==> config.mk <==
export PLATFORM = sky130hd
export DESIGN_NAME = fetch_unit
export DESIGN_NICKNAME = d
export VERILOG_FILES = /design/src/rtl/mips_pkg.sv /design/src/rtl/next_pc_calc.sv /design/src/rtl/fetch_unit.sv
export SDC_FILE = /design/constraint.sdc
export NUM_CORES = 1
export LEC_CHECK = 0
export CAP_MARGIN = 10
export CELL_PAD_IN_SITES_DETAIL_PLACEMENT = 1
export CELL_PAD_IN_SITES_GLOBAL_PLACEMENT = 1
export CORE_ASPECT_RATIO = 0.6
export CORE_UTILIZATION = 38
export CTS_CLUSTER_SIZE = 25
export DETAILED_ROUTE_END_ITERATION = 10
export MAX_ROUTING_LAYER = met4
export PLACE_DENSITY = 0.81
export SETUP_SLACK_MARGIN = 0.1
export SLEW_MARGIN = 0
export SYNTH_ARGS = -nofsm -noshare
export SYNTH_HDL_FRONTEND = slang
export SYNTH_SLANG_ARGS = --single-unit
==> constraint.sdc <==
create_clock -name i_clk -period 5.3 [get_ports i_clk]
set_input_delay 0.53 -clock i_clk [delete_from_list [all_inputs] [get_ports i_clk]]
set_output_delay 0.53 -clock i_clk [all_outputs]
set_load 0.005 [all_outputs]
==> src/rtl/mips_pkg.sv <==
// Shared definitions for the fetch stage: instruction field geometry,
// fetch FSM state encoding and immediate helpers.
package mips_pkg;

    localparam int INSTR_W = 32;
    localparam int OP_MSB  = 31;
    localparam int OP_LSB  = 26;
    localparam int IMM_W   = 16;
    localparam int JADDR_W = 26;

    localparam logic [1:0] S_IDLE  = 2'd0;
    localparam logic [1:0] S_REQ   = 2'd1;
    localparam logic [1:0] S_VALID = 2'd2;
    localparam logic [1:0] S_ERR   = 2'd3;

    // Sign-extended branch offset already scaled to a byte distance.
    function automatic logic [INSTR_W-1:0] sext_imm_x4(input logic [IMM_W-1:0] imm);
        return {{(INSTR_W - IMM_W - 2){imm[IMM_W-1]}}, imm, 2'b00};
    endfunction

endpackage

==> src/rtl/next_pc_calc.sv <==
// Combinational next-PC selection: jump target, taken-branch target or
// sequential PC. Jump has priority over branch.
module next_pc_calc
    import mips_pkg::*;
(
    input  logic [INSTR_W-1:0] i_pc_plus4,
    input  logic [JADDR_W-1:0] i_jidx,
    input  logic               i_branch,
    input  logic               i_zero,
    input  logic               i_jump,
    output logic [INSTR_W-1:0] o_next_pc
);

    logic [INSTR_W-1:0] w_branch_tgt;
    logic [INSTR_W-1:0] w_jump_tgt;

    // The branch immediate is the low half of the jump index field.
    assign w_branch_tgt = i_pc_plus4 + sext_imm_x4(i_jidx[IMM_W-1:0]);
    assign w_jump_tgt   = {i_pc_plus4[INSTR_W-1:INSTR_W-4], i_jidx, 2'b00};

    // Priority select of the PC that follows the retiring instruction
    always_comb begin
        o_next_pc = i_pc_plus4;
        if (i_jump) begin
            o_next_pc = w_jump_tgt;
        end else if (i_branch && i_zero) begin
            o_next_pc = w_branch_tgt;
        end else begin
            o_next_pc = i_pc_plus4;
        end
    end

endmodule

==> src/rtl/fetch_unit.sv <==
// Instruction fetch stage: one outstanding imem request, registered
// instruction handed to decode under valid/ready, next PC chosen on retire.
module fetch_unit
    import mips_pkg::*;
#(
    parameter logic [31:0] RESET_PC = 32'h0000_0000,
    parameter int          MAX_WAIT = 16
)(
    input  logic        i_clk,
    input  logic        i_rst,
    output logic        o_imem_req,
    output logic [31:0] o_imem_addr,
    input  logic        i_imem_ack,
    input  logic [31:0] i_imem_rdata,
    output logic [31:0] o_instr,
    output logic        o_instr_valid,
    input  logic        i_instr_ready,
    output logic [31:0] o_pc,
    output logic [31:0] o_pc_plus4,
    input  logic        i_branch,
    input  logic        i_zero,
    input  logic        i_jump,
    output logic        o_fetch_err
);

    localparam logic [7:0] WAIT_LAST = 8'(MAX_WAIT - 1);

    logic [1:0]         r_state;
    logic [1:0]         w_state_nxt;
    logic [INSTR_W-1:0] r_pc;
    logic [INSTR_W-1:0] r_pc_plus4;
    logic [INSTR_W-1:0] r_instr;
    logic [7:0]         r_wait;
    logic               r_req;
    logic               r_valid;
    logic               r_err;
    logic               w_retire;
    logic [INSTR_W-1:0] w_next_pc;

    assign w_retire = (r_state == S_VALID) && i_instr_ready;

    next_pc_calc u_next_pc (
        .i_pc_plus4 (r_pc_plus4),
        .i_jidx     (r_instr[JADDR_W-1:0]),
        .i_branch   (i_branch),
        .i_zero     (i_zero),
        .i_jump     (i_jump),
        .o_next_pc  (w_next_pc)
    );

    // Fetch sequencing; an ack in the final allowed wait cycle still wins
    always_comb begin
        w_state_nxt = r_state;
        case (r_state)
            S_IDLE: begin
                w_state_nxt = S_REQ;
            end
            S_REQ: begin
                if (i_imem_ack) begin
                    w_state_nxt = S_VALID;
                end else if (r_wait == WAIT_LAST) begin
                    w_state_nxt = S_ERR;
                end else begin
                    w_state_nxt = S_REQ;
                end
            end
            S_VALID: begin
                if (i_instr_ready) begin
                    w_state_nxt = S_REQ;
                end else begin
                    w_state_nxt = S_VALID;
                end
            end
            S_ERR: begin
                w_state_nxt = S_ERR;
            end
            default: begin
                w_state_nxt = S_IDLE;
            end
        endcase
    end

    // State, wait counter, captured instruction and PC registers
    always_ff @(posedge i_clk or posedge i_rst) begin
        if (i_rst) begin
            r_state    <= S_IDLE;
            r_pc       <= RESET_PC;
            r_pc_plus4 <= RESET_PC + 32'd4;
            r_instr    <= 32'd0;
            r_wait     <= 8'd0;
            r_req      <= 1'b0;
            r_valid    <= 1'b0;
            r_err      <= 1'b0;
        end else begin
            r_state <= w_state_nxt;
            r_req   <= (w_state_nxt == S_REQ);
            r_valid <= (w_state_nxt == S_VALID);
            r_err   <= (w_state_nxt == S_ERR);
            if (r_state == S_REQ) begin
                if (i_imem_ack) begin
                    r_instr <= i_imem_rdata;
                    r_wait  <= 8'd0;
                end else begin
                    r_wait  <= r_wait + 8'd1;
                end
            end
            if (w_retire) begin
                r_pc       <= w_next_pc;
                r_pc_plus4 <= w_next_pc + 32'd4;
            end
        end
    end

    assign o_imem_req    = r_req;
    assign o_imem_addr   = r_pc;
    assign o_instr       = r_instr;
    assign o_instr_valid = r_valid;
    assign o_pc          = r_pc;
    assign o_pc_plus4    = r_pc_plus4;
    assign o_fetch_err   = r_err;

endmodule

# After elaboration in Yosys (flattened, before gate mapping)
# Index checks and enable logic that the tools add are counted.
[word_totals]
ff_bits = 109
in_bits = 39
output_inout_bits = 131
word_cells = 29
[op_classes]
n_addsub = 3
n_eq_ne = 7
n_mux = 7
reduce_logical = 4
[op_table]
columns = ["operator", "count"]
rows = [
  ["$mux W32", 2],
  ["$add A32 B3 Y32 const B", 1],
  ["$add A32 B32 Y32", 1],
  ["$add A8 B1 Y8 const B", 1],
  ["$eq A2 B2 Y1 const B", 4],
  ["$eq A8 B4 Y1 const B", 1],
  ["$mux W8", 1],
  ["$pmux W2 S4", 1],
  ["$mux W2", 3],
  ["$eq A2 B1 Y1 const B", 2],
  ["$logic_and A1 B1 Y1", 2],
  ["$logic_not A2 Y1", 1],
  ["$reduce_and A2 Y1", 1],
]

# Longest topological paths before layout
# Gate-level depths: netlist (run 1).
[logic_depth]
word_depth = 5
depth_mapped = 16
depth_no_buf = 15

# Hierarchy
# Synthesis (run 1) repeated with hierarchy kept, for this count alone.
[hier_totals]
cells_unflattened = 808
area_unflattened_um2 = 7129.3
[by_module_without_submodules]
columns = ["mod", "instances", "cells_per_inst", "area_per_inst_um2"]
rows = [
  ["fetch_unit", 1, 481, 4888.4],
  ["next_pc_calc", 1, 327, 2240.9],
]

# Least setup slack after synthesis (run 1)
# No wires, ideal clock.
[synth_path]
kind = "reg2reg"
from = "register r_pc_plus4[2] (netlist: o_pc_plus4[2])"
to = "register r_pc_plus4[31] (netlist: o_pc_plus4[31])"
setup_ps = 125
arrival_ps = 4289
setup_slack_ps = 886
path_stages_with_launch = 16
path_cell_list = "dfstp_2 ha_1 inv_1 fa_1 nand2b_1 a21oi_1 o2111ai_1 a2111oi_2 o22ai_1 xnor2_1 a221oi_1 or4_4 or4b_4 nor3b_2 mux2_4 xor2_2"
[synth_between]
elab_chain_len = 4
[synth_lines]
columns = ["item", "line", "source"]
rows = [
  ["from (decl)", "fetch_unit.sv:31", "logic [INSTR_W-1:0] r_pc_plus4;"],
  ["from (signal assigned)", "fetch_unit.sv:88", "r_pc_plus4 <= RESET_PC + 32'd4;"],
  ["from (signal assigned)", "fetch_unit.sv:109", "r_pc_plus4 <= w_next_pc + 32'd4;"],
  ["$add A32 B32 Y32", "next_pc_calc.sv:18", "assign w_branch_tgt = i_pc_plus4 + sext_imm_x4(i_jidx[IMM_W-1:0]);"],
  ["$mux W32 *", "next_pc_calc.sv:26", "end else if (i_branch && i_zero) begin"],
  ["$mux W32 *", "next_pc_calc.sv:24", "if (i_jump) begin"],
  ["$add A32 B3 Y32 *", "fetch_unit.sv:109", ""],
]
# Mark *: on every way between the ends. The rest lies on a longest branch, timed or not.
# A chain may end at the register's enable or synchronous reset.

# Worst setup path in the final report (run 1)
# Ends and elaborated chain as after synthesis.

==> qor_table.md, run 1 <==
| Metric | This run |
|---|---|
| Diodes inserted | 0 |
| Starting DRC count in detailed routing | 468 |
| Sequential fraction of the synthesis area | 0.378 |
| Instance area at placement | 0.00861 mm^2 |
| First-pass GRT wire length | 35.7 mm |
| Avg Cell Area, Syn | 8.96 um^2 |
| Standard-cell rows | 37 |
| Synthesized instance count | 776 |
| Clock sink count | 105 |
| Total Nets Final | 973 |
| Setup repair after global routing missed its margin | yes |
| Worst clock skew | 10.1 ps |
| Post-DP HPWL | 17.8 mm |
| Worst setup slack after layout | 349 ps |
| Routed wire length | 22.8 mm |
| Total overflow reported by the global router | 0 |
| Launch instance of the worst register-to-register path | o_pc_plus4[2]$_DFFE_PP1P_ |
| Required arrival time at the worst endpoint | 5550 ps |
| Number of CTS-inserted buffers | 9 |
| Part of the cycle the worst path needs | 0.934 |
| CTS Buffer Depth | 2 |
| Die Width | 177 um |
| Total power after layout | 5.22 mW |
| Maximum level of the CTS H-tree | 3 |
| Startpoint type of the worst setup path | flop |
| Clock-pin slew on the worst setup and hold paths | 80 ps |
| Number of violations of the max-capacitance limit | 0 |
| Worst-case headroom to the max-slew limit | 0.156 |
| Crit path max fanout | 5 |
| Status | finished clean |
| Distinct cell type count of the synthesized netlist | 75 |
| Top library cells by usage in the layout, fill and taps aside | clkdlybuf4s50_1 (162), nand2_1 (113), dfrtp_1 (104), o21ai_0 (81), a21oi_1 (42) |
| Number of flops mapped to enable cells by yosys | 0 |
| Startpoint of the lowest-slack hold path | o_instr[28]$_DFFE_PP0P_ |
| Category of the worst setup path capture point | flop |
| Ports | 170 |
| Clock Latency Late Sink | 360 ps |
| Vias per inst | 5.61 |
| Tightest hold margin | 504 ps |
| CP Class | flop to flop |
| Vias post-DR | 6400 |
| Most common cell after layout, fill and taps aside | clkdlybuf4s50_1 |
| Max Transition Viols Final | 0 |
| Filler instances | 2000 |
| Overall die area | 0.0189 mm^2 |
| Via count of the first global-routing pass | 6187 |
| Count of hold-fix buffers inserted at cts | 0 |
| Height of the chip | 107 um |
| Most common flop cell mapped by yosys | dfrtp_1 |
| Initial antenna violation count | 0 |
| Crit. Startpoint | o_pc_plus4[2]$_DFFE_PP1P_ |
| Routability congestion estimate from global placement | 0.957 |
| Setup fix buffers added after clock tree synthesis | 0 |
| Highest achievable clock rate | 202 MHz |
| Proportion of layout cells with a drive suffix above 1 | 0.105 |
| Static leakage | 3.67 nW |
| Area added between synthesis and finish | 28.8% |
| Number of buffers added on ports | 163 |
| Combined area of the multi-input logic cells | 0.00389 mm^2 |
| Placeable Area | 0.0175 mm^2 |
| Pin count of the biggest net entering global routing | 60 |
| Final number of hold-violating endpoints | 0 |
| Final setup viols | 0 |
| Mean routed wirelength per cell | 19.9 um |
| Final total negative setup slack | 0 ps |
| Power per cell area | 584 mW/mm^2 |
| Number of nets with antenna violations after detailed routing | 0 |
| Final instance area | 0.00895 mm^2 |
| HP Class | flop to flop |
| Placement-stage worst setup slack | 314 ps |
| Effective utilization at floorplan | 0.397 |
| Clock period minus worst slack | 4950 ps |
| Total Routing Usage GR | 0.254 |
| Post-synthesis register bit count | 105 |
| Pre-Repair DR Iteration Count | 5 |
| Post-synth design cell area | 0.00695 mm^2 |
| CP Data Arrival Time | 5200 ps |
| Area of all sequential standard cells | 0.00263 mm^2 |
| DRC violation count after routing | 0 |
| Worst-margin pin slew | 1270 ps |
| Maximum VDD drop | 0.000198 V |
| Cell at the root of the clock tree | clkbuf_16 |
| Yosys Warn Count | 0 |
| Asr flop ratio synth | 1.00 |
| Clock tree from TritonCTS | built |
[sequential cells by signal (all words and copies together), names as in the netlist]
| signal | cells |
|---|---|
| o_fetch_err | 1 |
| o_pc_plus4 | 30 |
| r_state | 2 |
| o_imem_req | 1 |
| o_instr_valid | 1 |
| o_imem_addr | 30 |
| o_instr | 32 |
| r_wait | 8 |
[area by class of cell]
| cell class | count | share of cell area |
|---|---|---|
| Clock buffer | 11 | 0.0271 |
| Clock inverter | 5 | 0.00727 |
| Inverter | 18 | 0.00783 |
| Multi-Input combinational cell | 587 | 0.435 |
| Sequential cell | 105 | 0.294 |
| Tap cell | 234 | 0.0327 |
| Timing Repair Buffer | 181 | 0.197 |
[path summary, 6_finish.rpt]
path / to / slack, ps / depth (start not counted)
worst max-delay path: o_pc_plus4[31]$_DFFE_PP0P_ / 350 / 15
worst min-delay path: o_instr[28]$_DFFE_PP0P_ / 500 / 1
worst max register to register: o_pc_plus4[31]$_DFFE_PP0P_ / 350 / 15
worst min register to register: o_instr[28]$_DFFE_PP0P_ / 500 / 1
max in group asynchronous: o_imem_addr[12]$_DFFE_PP0P_ / 3510 / 3
min in group asynchronous: o_instr[30]$_DFFE_PP0P_ / 630 / 2
[critical path, stage by stage, from the launching register on]
cell and delay, ps:
dfstp_2 570, ha_1 220, inv_1 70, fa_1 370
nand2b_1 210, a21oi_1 290, o2111ai_1 310, a2111oi_4 460
o22ai_1 170, xnor2_1 170, a221oi_1 190, or4_4 560
or4b_4 550, nor3b_2 220, mux2_4 330, xor2_2 140
[kinds of logic (layout without fill, tap and decap cells)]
logic type      count (synthesis)  count (layout)  synth area share
compound gates                201             201             0.182
xor+xnor                       43              43            0.0553
fa+ha+maj                      32              32            0.0587
buf+inv                        89             215            0.0691
flops                         105             105             0.378
mux                            42              42            0.0673
other cells                     1               6          0.000539
simple gates                  263             263             0.189
[repair_timing]
item                                    in CTS  in global routing
gates resized for setup                      0                  3
hold endpoints to repair                     0                  0
endpoints found under the setup margin       0                  4
[through the flow]
stage          utilization  instances
6_report             0.512       1141
3_3_place_gp         0.492       1125
4_1_cts              0.510       1141
3_5_place_dp         0.492       1125
2_1_floorplan            -        781
5_1_grt              0.512       1141
[power by group]
group          switching, mW  internal (mW)  leakage (nW)
Combinational           1.51           1.50          2.20
Clock                  0.319          0.384         0.144
Sequential             0.385           1.12          1.33
Total                   2.21           3.01          3.67
[Yosys cell counts, types with 18 or more instances]
cell type	instances	area, um^2
nand2_1	113	424
dfrtp_1	104	2600
o21ai_0	81	405
a21oi_1	42	210
buf_4	37	278
nor2_1	35	131
mux2_2	34	383
ha_1	31	388
clkbuf_1	25	93.8
xnor2_1	25	219
nor3_1	22	110
inv_1	18	67.6
[layer usage]
| layer | vias to the layer above | routed length [um] | track usage |
|---|---|---|---|
| met5 | - | 0 | - |
| met2 | 252 | 8910 | 0.339 |
| met1 | 3136 | 11200 | 0.368 |
| met4 | 0 | 248 | 0.0425 |
| li1 | 2997 | - | - |
| met3 | 15 | 2360 | 0.0897 |
No activity file was read; power rests on OpenSTA's default activity.
==> inputs of run 2 (changes only) <==
--- a/config.mk
+++ b/config.mk
@@ -14,6 +14,7 @@
 export DETAILED_ROUTE_END_ITERATION = 10
 export MAX_ROUTING_LAYER = met4
 export PLACE_DENSITY = 0.81
+export REMOVE_ABC_BUFFERS = 1
 export SETUP_SLACK_MARGIN = 0.1
 export SLEW_MARGIN = 0
 export SYNTH_ARGS = -nofsm -noshare
==> constraint.sdc (replaced) <==
create_clock -name i_clk -period 5.4 [get_ports i_clk]
set_input_delay 0.54 -clock i_clk [delete_from_list [all_inputs] [get_ports i_clk]]
set_output_delay 0.54 -clock i_clk [all_outputs]
set_load 0.005 [all_outputs]
==> run 2 against run 1 <==
  * Power decreased by 3.1%
  * Maximum frequency decreased by 1.6%
  * Flip-flop and latch count unchanged
  * Via count decreased by 0.20%
  * Critical path type unchanged
  * Critical endpoint unchanged
  * Largest power group unchanged
==> qor_table.md, run 2 (synthesized netlist as in run 1, its figures left out) <==
| Metric | This run | Change |
|---|---|---|
| Largest register FFs | 32 | unchanged |
| HP Class | flop to flop |  |
| Vias post-DR | 6387 | -0.20% |
| DRC violation count after routing | 0 | unchanged |
| Total power after layout | 5.06 mW | -3.1% |
| Height of the chip | 107 um | unchanged |
| Worst-margin pin slew | 879 ps | -388 ps |
| Pre-Repair DR Iteration Count | 5 | unchanged |
| Via count of the first global-routing pass | 6428 | +3.9% |
| Worst-case headroom to the max-slew limit | 0.410 | +0.255 |
| Hold EP | o_imem_addr[31]$_DFFE_PP0P_ |  |
| Clock Latency Late Sink | 360 ps | about the same |
| Post-DP HPWL | 17.4 mm | -2.0% |
| Total Routing Usage GR | 0.257 | +0.00234 |
| Setup fix buffers added after clock tree synthesis | 0 | unchanged |
| Final instance area | 0.00893 mm^2 | -0.28% |
| Clock-pin slew on the worst setup and hold paths | 80 ps | about the same |
| Startpoint of the lowest-slack hold path | o_imem_addr[31]$_DFFE_PP0P_ |  |
| Maximum level of the CTS H-tree | 3 | unchanged |
| Worst setup slack after layout | 371 ps | +21.5 ps |
| Vias per inst | 5.60 | -0.12% |
| Clock power share | 0.136 | about the same |
| Count of hold-fix buffers inserted at cts | 0 | unchanged |
| Max Transition Viols Final | 0 | unchanged |
| Number of nets with antenna violations after detailed routing | 0 | unchanged |
| Placeable Area | 0.0175 mm^2 | unchanged |
| Most common cell after layout, fill and taps aside | clkdlybuf4s50_1 |  |
| Area added between synthesis and finish | 28.4% |  |
| Worst clock skew | 11.9 ps | +1.87 ps |
| Power per cell area | 567 mW/mm^2 | -2.8% |
| Internal portion of total power | 2.91 mW | -3.2% |
| Register share of total power | 0.292 | +0.004 |
| Category of the worst setup path capture point | flop |  |
| Crit path max fanout | 4 | -1 |
| Tightest hold margin | 509 ps | +4.90 ps |
| Series of cell instances along the critical path | ha_1 -> inv_1 -> fa_1 -> nand2b_1 -> a21oi_1 -> o2111ai_1 -> and4_1 -> o41ai_2 -> o211ai_1 -> nor2_1 -> nand4_1 -> or4b_4 -> nor3b_2 -> mux2_4 -> xor2_2 |  |
| Standard-cell rows | 37 | unchanged |
| Routed wire length | 22.9 mm | +0.68% |
| CP Class | flop to flop |  |
| Proportion of layout cells with a drive suffix above 1 | 0.104 | -0.000988 |
| Ports | 170 | unchanged |
| Sw Pwr | 2.15 mW | -3.0% |
| Filler instances | 2010 | +0.50% |
| Total overflow reported by the global router | 0 | unchanged |
| CTS Buffer Depth | 2 | unchanged |
| CP max-delay cell | or4b_4 |  |
| Placement-stage worst setup slack | 382 ps | +68.1 ps |
| Clock tree from TritonCTS | built |  |
| Startpoint type of the worst setup path | flop |  |
| Setup repair after global routing missed its margin | no |  |
| Final setup viols | 0 | unchanged |
| Net switching share of the total power | 0.424 | +0.000430 |
| Cell at the root of the clock tree | clkbuf_16 |  |
| R2R cell count | 15 | unchanged |
| DP Cell Count | 1124 | -0.089% |
| Die Width | 177 um | unchanged |
| Routability congestion estimate from global placement | 0.937 | -2.1% |
| First-pass GRT wire length | 36.3 mm | +1.7% |
| Post-cts sizing count | 0 | unchanged |
| Static leakage | 3.67 nW | about the same |
| Initial antenna violation count | 0 | unchanged |
| Number of CTS-inserted buffers | 9 | unchanged |
| Instance area at placement | 0.00861 mm^2 | about the same |
| Total Nets Final | 972 | -0.10% |
| Final number of hold-violating endpoints | 0 | unchanged |
| Diodes inserted | 0 | unchanged |
| Number of violations of the max-capacitance limit | 0 | unchanged |
| Pin count of the biggest net entering global routing | 76 | +27% |
| Effective utilization at floorplan | 0.397 | unchanged |
| Highest achievable clock rate | 199 MHz | -1.6% |
| Part of the cycle the worst path needs | 0.931 | -0.00276 |
| Clock period minus worst slack | 5030 ps | +78.5 ps |
| Mean routed wirelength per cell | 20.1 um | +0.77% |
| Top library cells by usage in the layout, fill and taps aside | clkdlybuf4s50_1 (162), nand2_1 (113), dfrtp_1 (104), o21ai_0 (81), a21oi_1 (42) |  |
| Required arrival time at the worst endpoint | 5650 ps | +100 ps |
| Hold Crit Depth | 2 | +1 |
| Starting DRC count in detailed routing | 525 | +12% |
| Number of buffers added on ports | 163 | unchanged |
| Critical register-to-register path endpoint | o_pc_plus4[31]$_DFFE_PP0P_ |  |
| Status | finished clean |  |
| Worst reg2reg setup slack | 370 ps | +20 ps |
| Launch instance of the worst register-to-register path | o_pc_plus4[2]$_DFFE_PP1P_ |  |
| Crit path largest cell delay | 650 ps | +80 ps |
| Share of the core filled with cells | 0.510 | -0.00143 |
| Overall die area | 0.0189 mm^2 | unchanged |
| Post-Layout Cell Count | 1140 | -0.088% |
| CP Data Arrival Time | 5280 ps | +80 ps |
| Proportion of power drawn by combinational gates | 0.573 | -0.004 |
| Final total negative setup slack | 0 ps | unchanged |
| Maximum VDD drop | 0.000235 V | +19% |
| Clock sink count | 105 | unchanged |
-- run 2: power groups by stage --
stage | sequential [mW] | clock (mW) | combinational (mW)
floorplan | 1.41 | 0 | 1.48
global placement | 1.47 | 0 | 2.78
detailed placement | 1.48 | 0 | 2.84
CTS | 1.47 | 0.704 | 2.87
global route | 1.52 | 0.732 | 3.16
finish | 1.48 | 0.686 | 2.90
-- run 2: critical path: cells and delay by family (launching register included) --
family                   cells  cell delay, ps
AND/OR/NAND/NOR              6            1730
buffers and inverters        1              70
adder cells (fa/ha/maj)      2             600
multiplexers                 1             330
flip-flops                   1             570
AO/OA/AOI/OAI                4            1460
XOR/XNOR                     1             140
-- run 2: final cells by class --
class                           instances  area (um^2)  area share
Clock inverter                          6         65.1     0.00729
Timing Repair Buffer                  180         1750       0.197
Clock buffer                           10          239      0.0268
Multi-Input combinational cell        587         3880       0.434
Sequential cell                       105         2630       0.295
Inverter                               18         70.1     0.00785
Tap cell                              234          293      0.0328
-- run 2: how the worst max path moves through the flow --
stage / to / slack [ps] / cells past startpoint / startpoint
after detailed placement: o_pc_plus4[31]$_DFFE_PP0P_ / 380 / 15 / o_pc_plus4[2]$_DFFE_PP1P_
final: o_pc_plus4[31]$_DFFE_PP0P_ / 370 / 15 / o_pc_plus4[2]$_DFFE_PP1P_
after floorplan: o_pc_plus4[31]$_DFFE_PP0P_ / 960 / 15 / o_pc_plus4[2]$_DFFE_PP1P_
after CTS: o_pc_plus4[31]$_DFFE_PP0P_ / 350 / 15 / o_pc_plus4[2]$_DFFE_PP1P_
after global placement: o_pc_plus4[31]$_DFFE_PP0P_ / 560 / 15 / o_pc_plus4[2]$_DFFE_PP1P_
after global routing: o_pc_plus4[30]$_DFFE_PP0P_ / 110 / 15 / o_pc_plus4[2]$_DFFE_PP1P_
-- run 2: routing by layer --
metal / up-vias / share of wire / track usage
met5: - / 0 / -
met4: 0 / 0.0063 / 0.0419
met3: 12 / 0.068 / 0.0521
met2: 210 / 0.40 / 0.350
met1: 3187 / 0.53 / 0.389
li1: 2978 / - / -
==> inputs of run 3 (changes only) <==
--- a/config.mk
+++ b/config.mk
@@ -12,6 +12,7 @@
 export CORE_UTILIZATION = 38
 export CTS_CLUSTER_SIZE = 25
 export DETAILED_ROUTE_END_ITERATION = 10
+export GPL_TIMING_DRIVEN = 0
 export MAX_ROUTING_LAYER = met4
 export PLACE_DENSITY = 0.81
 export REMOVE_ABC_BUFFERS = 1
==> run 3 against run 2 <==
  * Final area rose by 0.60%
  * Sequential power is essentially flat
  * Setup slack got worse by 43 ps
  * Via count is 0.63% lower
  * Clock power barely moved
  * Hold slack got worse by 5.1 ps
  * Cell count shrank 0.88%
  * First-iteration DRC count fell by 5.3%
  * Non-clock buffer count decreased by 10
  * Register-to-register slack got worse by 40 ps
  * Die area stayed put
==> qor_table.md, run 3 (synthesized netlist as in run 1, its figures left out) <==
| Metric | This run | Change |
|---|---|---|
| CP max-delay cell | or4b_4 |  |
| Final instance area | 0.00898 mm^2 | +0.60% |
| Critical path's top delay family | simple AND/OR/NAND/NOR gates |  |
| Post-DP HPWL | 16.4 mm | -5.9% |
| Dominant cell type by count on the critical path | o21ai_0 |  |
| Cell at the root of the clock tree | clkbuf_16 |  |
| Final number of hold-violating endpoints | 0 | unchanged |
| Max Transition Viols Final | 0 | unchanged |
| Total overflow reported by the global router | 0 | unchanged |
| Number of violations of the max-capacitance limit | 0 | unchanged |
| Category of the worst setup path capture point | flop |  |
| Setup repair after global routing missed its margin | no |  |
| Crit. Startpoint | o_pc_plus4[2]$_DFFE_PP1P_ |  |
| Clock sink count | 105 | unchanged |
| Routability congestion estimate from global placement | 0.896 | -4.4% |
| Total Nets Final | 962 | -1.0% |
| Area added between synthesis and finish | 29.2% |  |
| CTS Buffer Depth | 2 | unchanged |
| Worst-margin pin slew | 1320 ps | +445 ps |
| Required arrival time at the worst endpoint | 5640 ps | about the same |
| Worst clock skew | 12.1 ps | +0.180 ps |
| Vias post-DR | 6347 | -0.63% |
| Via count of the first global-routing pass | 6203 | -3.5% |
| Total Routing Usage GR | 0.242 | -0.0145 |
| CP Class | flop to flop |  |
| Instance area at placement | 0.00859 mm^2 | -0.17% |
| Clock Latency Late Sink | 360 ps | about the same |
| Largest register FFs | 32 | unchanged |
| Initial antenna violation count | 0 | unchanged |
| Proportion of layout cells with a drive suffix above 1 | 0.0993 | -0.00442 |
| Tightest hold margin | 504 ps | -5.06 ps |
| Startpoint of the lowest-slack hold path | o_pc_plus4[2]$_DFFE_PP1P_ |  |
| Ports | 170 | unchanged |
| Starting DRC count in detailed routing | 497 | -5.3% |
| Routed wire length | 21.7 mm | -5.1% |
| Pin count of the biggest net entering global routing | 62 | -18% |
| First-pass GRT wire length | 34.7 mm | -4.5% |
| Crit path largest cell delay | 680 ps | +30 ps |
| DRC violation count after routing | 0 | unchanged |
| Crit path max fanout | 7 | +3 |
| Standard-cell rows | 37 | unchanged |
| Clock-pin slew on the worst setup and hold paths | 80 ps | about the same |
| Startpoint type of the worst setup path | flop |  |
| Clock period minus worst slack | 5070 ps | +43.3 ps |
| Number of nets with antenna violations after detailed routing | 0 | unchanged |
| Highest achievable clock rate | 197 MHz | -0.85% |
| Effective utilization at floorplan | 0.397 | unchanged |
| Vias per inst | 5.62 | +0.25% |
| Static leakage | 3.67 nW | about the same |
| Mean routed wirelength per cell | 19.2 um | -4.3% |
| Clock tree from TritonCTS | built |  |
| Number of buffers added on ports | 163 | unchanged |
| Height of the chip | 107 um | unchanged |
| Series of cell instances along the critical path | ha_1 -> inv_1 -> fa_1 -> nand2b_1 -> a21oi_2 -> o21ai_0 -> o21ai_0 -> xor2_1 -> a221oi_1 -> nor3_2 -> nand4_1 -> or4b_4 -> nor3b_2 -> mux2_4 -> xor2_2 |  |
| Worst-case headroom to the max-slew limit | 0.117 | -0.293 |
| Number of CTS-inserted buffers | 9 | unchanged |
| Launch instance of the worst register-to-register path | o_pc_plus4[2]$_DFFE_PP1P_ |  |
| Overall die area | 0.0189 mm^2 | unchanged |
| Placeable Area | 0.0175 mm^2 | unchanged |
| Top library cells by usage in the layout, fill and taps aside | clkdlybuf4s50_1 (162), nand2_1 (113), dfrtp_1 (104), o21ai_0 (81), a21oi_1 (41) |  |
| Maximum level of the CTS H-tree | 3 | unchanged |
| Diodes inserted | 0 | unchanged |
| Final setup viols | 0 | unchanged |
| Pre-Repair DR Iteration Count | 4 | -1 |
| Number of buffers and inverters on the critical path | 1 | unchanged |
| Most common cell after layout, fill and taps aside | clkdlybuf4s50_1 |  |
| Power per cell area | 557 mW/mm^2 | -1.8% |
| CP Data Arrival Time | 5310 ps | +30 ps |
| Part of the cycle the worst path needs | 0.939 | +0.00801 |
| Status | finished clean |  |
| Maximum VDD drop | 0.000219 V | -6.8% |
| Die Width | 177 um | unchanged |
| HP Class | flop to flop |  |
run 3: cell types whose count changed in the layout (fill, tap and decap cells not counted), moves of 2 or more:
cell    delta
nor3_1     -2
buf_12     +2
inv_6      -2
nor3_2     +2
buf_16     +3
buf_4     -16
run 3: layout make-up:
class | instances | area (um^2)
inverters | 18 | 70.1
well taps | 234 | 293
repair buffers | 170 | 1770
clock inverters | 6 | 67.6
multi-input cells | 587 | 3910
fillers | 1999 | 8520
flip-flops and latches | 105 | 2630
clock buffers | 10 | 239
run 3: per-stage QoR:
stage                      util  std cells  TNS, ps  setup WS [ps]  power, mW
after floorplan               -        710        0            955       2.89
after CTS                 0.510       1128        0            114       4.99
after global placement    0.485       1107   -22250          -1790       4.15
final                     0.513       1130        0            327       5.00
after detailed placement  0.491       1112    -3200           -649       4.26
after global routing      0.513       1130        0            105       5.35
run 3: path summary, 6_finish.rpt:
path	to	slack, ps	depth (start not counted)
min	o_pc_plus4[2]$_DFFE_PP1P_	500	2
max reg2reg	o_pc_plus4[31]$_DFFE_PP0P_	330	15
max in group asynchronous	o_imem_addr[27]$_DFFE_PP0P_	4010	3
min in group asynchronous	o_instr[26]$_DFFE_PP0P_	670	2
min reg2reg	o_pc_plus4[2]$_DFFE_PP1P_	500	2
max	o_pc_plus4[31]$_DFFE_PP0P_	330	15
run 3: power by group:
| group | switching (mW) | leakage (nW) | internal (mW) |
|---|---|---|---|
| clock | 0.344 | 0.152 | 0.343 |
| combinational | 1.39 | 2.19 | 1.45 |
| sequential | 0.374 | 1.33 | 1.10 |
| total | 2.11 | 3.67 | 2.90 |
run 3: worst reg2reg max path, delay by kind of cell, from the launching register on:
kind / cells / cell delay, ps
xor gates and xnor gates: 2 / 310
AOI/OAI and AO/OA: 4 / 960
adders and majority gates: 2 / 630
and+or+nand+nor: 5 / 2070
buffers and inverters: 1 / 80
muxes: 1 / 330
DFF: 1 / 570
run 3: metal layers:
layer	wire length, um	part of all wire	global-route usage
met3	1400	0.064	0.0489
met5	0	0	-
met4	228	0.010	0.0474
met2	8630	0.40	0.328
met1	11500	0.53	0.366
run 3: what timing repair did:
item	4_1_cts	5_1_grt
setup buffers	0	1
endpoints found under the setup margin	6	4
pin swaps	1	2
resized for setup	3	4
hold buffers	0	0
==> edit 1, RTL diff (config.mk and constraints of run 1) <==
Put one more register stage on the output `o_fetch_err`, cleared by the reset. The value now appears one clock later. The other outputs are not delayed to match.
--- a/src/rtl/fetch_unit.sv
+++ b/src/rtl/fetch_unit.sv
@@ -119,3 +119,9 @@
     assign o_pc_plus4    = r_pc_plus4;
-    assign o_fetch_err   = r_err;
+    always_ff @(posedge i_clk or posedge i_rst) begin
+        if (i_rst) begin
+            o_fetch_err <= '0;
+        end else begin
+            o_fetch_err <= r_err;
+        end
+    end
 
Check against the original RTL: no difference found for any inputs over 4 cycles, from zero or initial values and one cycle with i_rst high; that may be too few to reach the edited logic, so the function may still have changed.
==> edit 1 against run 1 <==
  * Cell area is 1.7% higher
  * First-iteration DRC count is 41% higher
  * Critical path type unchanged
  * Hold slack worse by 150 ps
  * Total power is 6.3% higher
  * Non-clock buffer count is 6 lower
  * Worst setup slack better by 220 ps
  * Clock power is 2% lower
  * Fmax is 4.7% higher
  * Wire length is 18% higher
  * Highest routed layer unchanged
  * Critical endpoint unchanged
  * Area after synthesis is 4.0% higher
  * Sequential cell count is 1 higher
==> edit 1: results (changes against run 1) <==
stage	metric	value	unit	change
setup_path	crit_family	compound AO/OA/AOI/OAI gates		
global_route	grt_max_degree	66		+10%
drt	wirelength_met1	14100	um	+26%
logic_synthesis	synth_cell_types	73		-2.7%
logic_synthesis	synthAdderAreaFrac	0.0564		-0.00224
timing	worst_pin_slew	951	ps	-315 ps
status	run_status	finished clean		
global_route	grt_pass1_wl	41900	um	+17%
timing	final.period_utilization	0.892		-0.0417
power_and_ir_drop	p_leak	3.84	nW	+4.6%
placement	gp_congestion	0.974		+1.8%
timing	fin_skew	13.5	ps	+3.46 ps
setup_path	r2r_setup_slack	570	ps	+220 ps
logic_synthesis	synthMuxAreaShare	0.0177		-0.0497
drt	routed_wl	26800	um	+18%
global_route	use_met3	0.0544		-0.0353
worst_hold_path	hold_end	o_fetch_err$_DFF_PP0_		
logic_synthesis	avgSynthCellArea	8.04	sq um	-10%
global_route	antenna_found_initial	1		+1
setup_path	arrival	5000	ps	-200 ps
logic_synthesis	ys_seq_area_frac	0.367		-0.0110
logic_synthesis	synth-compound-area-share	0.184		+0.00169
drt	dr_wl_met2	10500	um	+17%
worst_hold_path	hp-start	r_err$_DFF_PP0_		
logic_synthesis	synthXorXnorAreaFrac	0.0521		-0.00315
cells_and_area	final_layout_size_suffix_gt1_frac	0.0590		-0.0457
cells_and_area	nNetsFinal	1083		+11%
worst_hold_path	holdPathStages	0		-1
placement	place_inst	1241		+10%
setup_path	r2r_cells	14		-1
setup_path	cpPeakStageDelay	640	ps	+70 ps
placement	hpwlAfterDp	20800	um	+17%
global_route	grt_usage	0.289		+0.0343
setup_path	crit_fanout	6		+1
cells_and_area	nFillCells	2195		+9.8%
## edit 1: stage by stage
| stage | util | setup slack [ps] | hold WS (ps) | instance area [sq um] |
|---|---|---|---|---|
| after floorplan | - | 1060 | 331 | 7250 |
| after global placement | 0.480 | 808 | 345 | 8820 |
| after detailed placement | 0.480 | 668 | 343 | 8820 |
| after CTS | 0.496 | 644 | 360 | 9100 |
| after global routing | 0.496 | 269 | 372 | 9100 |
| final | 0.496 | 570 | 356 | 9100 |
## edit 1: layout make-up
type | count | area [sq um] | area share
clock inverter | 6 | 57.6 | 0.00632
antenna | 1 | 2.50 | 0.000275
inverter | 14 | 55.1 | 0.00605
timing repair buffer | 175 | 1720 | 0.189
sequential | 106 | 2650 | 0.291
tap | 240 | 300 | 0.0330
multi-input combinational | 706 | 4090 | 0.449
clock buffer | 10 | 229 | 0.0251
## edit 1: where the power goes
group	leakage, nW	total, W	switching, W	internal, W
registers	1.33	0.00160	0.000468	0.00114
logic	2.37	0.00326	0.00179	0.00147
clock network	0.141	0.000687	0.000356	0.000332
==> edit 2, RTL diff (flow settings as in run 1) <==
Without the edit above. Change the parameter `MAX_WAIT` from 16 to 12.
--- a/src/rtl/fetch_unit.sv
+++ b/src/rtl/fetch_unit.sv
@@ -6,3 +6,3 @@
     parameter logic [31:0] RESET_PC = 32'h0000_0000,
-    parameter int          MAX_WAIT = 16
+    parameter int          MAX_WAIT = 12
 )(
Check against the original RTL: same outputs for any inputs over 4 cycles, from zero or initial values and one cycle with i_rst high; that may be too few to reach the edited logic, so the function may still have changed.
==> edit 2 against run 1 <==
  * Sequential cell count did not move
  * Wire length rose by 21%
  * Sequential power rose by 8%
  * Fmax is 9.3% higher
  * Synthesized cell count is 14% higher
  * Worst setup slack better by 420 ps
  * Sequential share of layout area fell by 0.77 points
  * Largest power group unchanged
  * Area after synthesis is 5.8% higher
  * Total power grew 11%
  * Hold slack lost 16 ps
  * Largest cell class unchanged
  * Clock power fell by 0.6%
  * Global-route usage up 3.7 points
  * Cell area grew 2.7%
  * Combinational power up 16%
==> edit 2: results (changes against run 1) <==
stage	metric	value	unit	change
power_and_ir_drop	p_leak	4.01	nW	+9.3%
setup_path	reg2reg_from	o_instr[15]$_DFFE_PP0P_		
cts	cts_resized	0		unchanged
global_route	grt_pass1_vias	7026		+14%
logic_synthesis	synth-compound-area-share	0.212		+0.0297
timing	report.final.hold_viol_count	0		unchanged
logic_synthesis	synthAdderAreaFrac	0.0554		-0.00324
setup_path	startpoint	o_instr[15]$_DFFE_PP0P_		
placement	gp_congestion	0.992		+3.7%
placement	io_buffers	163		unchanged
placement	place_inst	1219		+8.4%
global_route	grt_usage	0.291		+0.0371
cells_and_area	final_layout_size_suffix_gt1_frac	0.0633		-0.0414
setup_path	worstReg2RegEnd	o_pc_plus4[31]$_DFFE_PP0P_		
power_and_ir_drop	vdd_ir_drop_max	0.209	mV	+5.6%
power_and_ir_drop	pg_seq	0.00163	W	+8%
logic_synthesis	synth_area_leaders	dfrtp_1, nand2_1, o21ai_0		
logic_synthesis	synthMuxAreaShare	0.0131		-0.0542
setup_path	arrival	4790	ps	-410 ps
global_route	grt_max_degree	76		+27%
cells_and_area	nNetsFinal	1061		+9.0%
timing	slew-limit-headroom	0.260		+0.104
timing	final.period_utilization	0.854		-0.0797
power_and_ir_drop	p_per_area	633	nW/um^2	+8.4%
setup_path	r2r_cells	12		-3
timing	holdWs	488	ps	-15.6 ps
logic_synthesis	synthXorXnorAreaFrac	0.0524		-0.00288
drt	num_vias	7259		+13%
cells_and_area	area_growth	24.9	%	
drt	vias_per_cell	5.88		+4.8%
placement	post-place-ws	942	ps	+629 ps
status	run_status	finished clean		
power_and_ir_drop	power_frac_clock	0.120		-0.015
setup_path	r2r_setup_slack	770	ps	+420 ps
logic_synthesis	ys_seq_area_frac	0.357		-0.0209
cells_and_area	nFillCells	2199		+10%
logic_synthesis	synthTopCellsByCount	nand2_1, dfrtp_1, o21ai_0		
global_route	grt_pass1_wl	42600	um	+19%
placement	hpwlAfterDp	21000	um	+18%
timing	fin_skew	15.0	ps	+4.93 ps
## edit 2: changes by cell type after synthesis, moves of 5 or more
cell	before	now
nand2_1	113	204
mux2_2	34	5
nand4_1	4	12
nor3b_1	8	0
o21ai_1	2	10
and2_1	5	11
and3_1	4	10
inv_1	18	12
nand2b_1	13	7
nor3_1	22	16
o31ai_1	3	8
## edit 2: how the worst min path moves through the flow
stage,cells past startpoint,to,start
after floorplan,2,r_wait[1]$_DFFE_PP0P_,r_wait[1]$_DFFE_PP0P_
after global placement,2,o_instr[28]$_DFFE_PP0P_,o_instr[28]$_DFFE_PP0P_
after detailed placement,2,o_instr[29]$_DFFE_PP0P_,o_instr[29]$_DFFE_PP0P_
after CTS,2,o_instr[30]$_DFFE_PP0P_,o_instr[30]$_DFFE_PP0P_
after global routing,2,o_instr[30]$_DFFE_PP0P_,o_instr[30]$_DFFE_PP0P_
final,2,o_instr[30]$_DFFE_PP0P_,o_instr[30]$_DFFE_PP0P_
## edit 2: critical path, cell delays in order (launching register included)
cell	delay (ps)
dfrtp_1	880
ha_1	490
a21oi_1	320
o21a_1	190
nor2_1	60
a2111oi_1	560
a21oi_1	170
xor2_1	180
a221oi_1	920
nor3_1	160
inv_1	140
nor4_1	70
o31ai_1	260
## edit 2: layout make-up
| type | instances | share of cell area |
|---|---|---|
| Inverter | 13 | 0.00558 |
| Clock buffer | 10 | 0.0249 |
| Sequential cell | 105 | 0.286 |
| Tap cell | 240 | 0.0327 |
| Timing Repair Buffer | 173 | 0.185 |
| Clock inverter | 6 | 0.00762 |
| Multi-Input combinational cell | 688 | 0.458 |
## edit 2: metal layers
metal  global-route usage  share of wire
met1                0.445           0.51
met2                0.392           0.40
met5                    -              0
met3               0.0600          0.087
met4               0.0412         0.0042
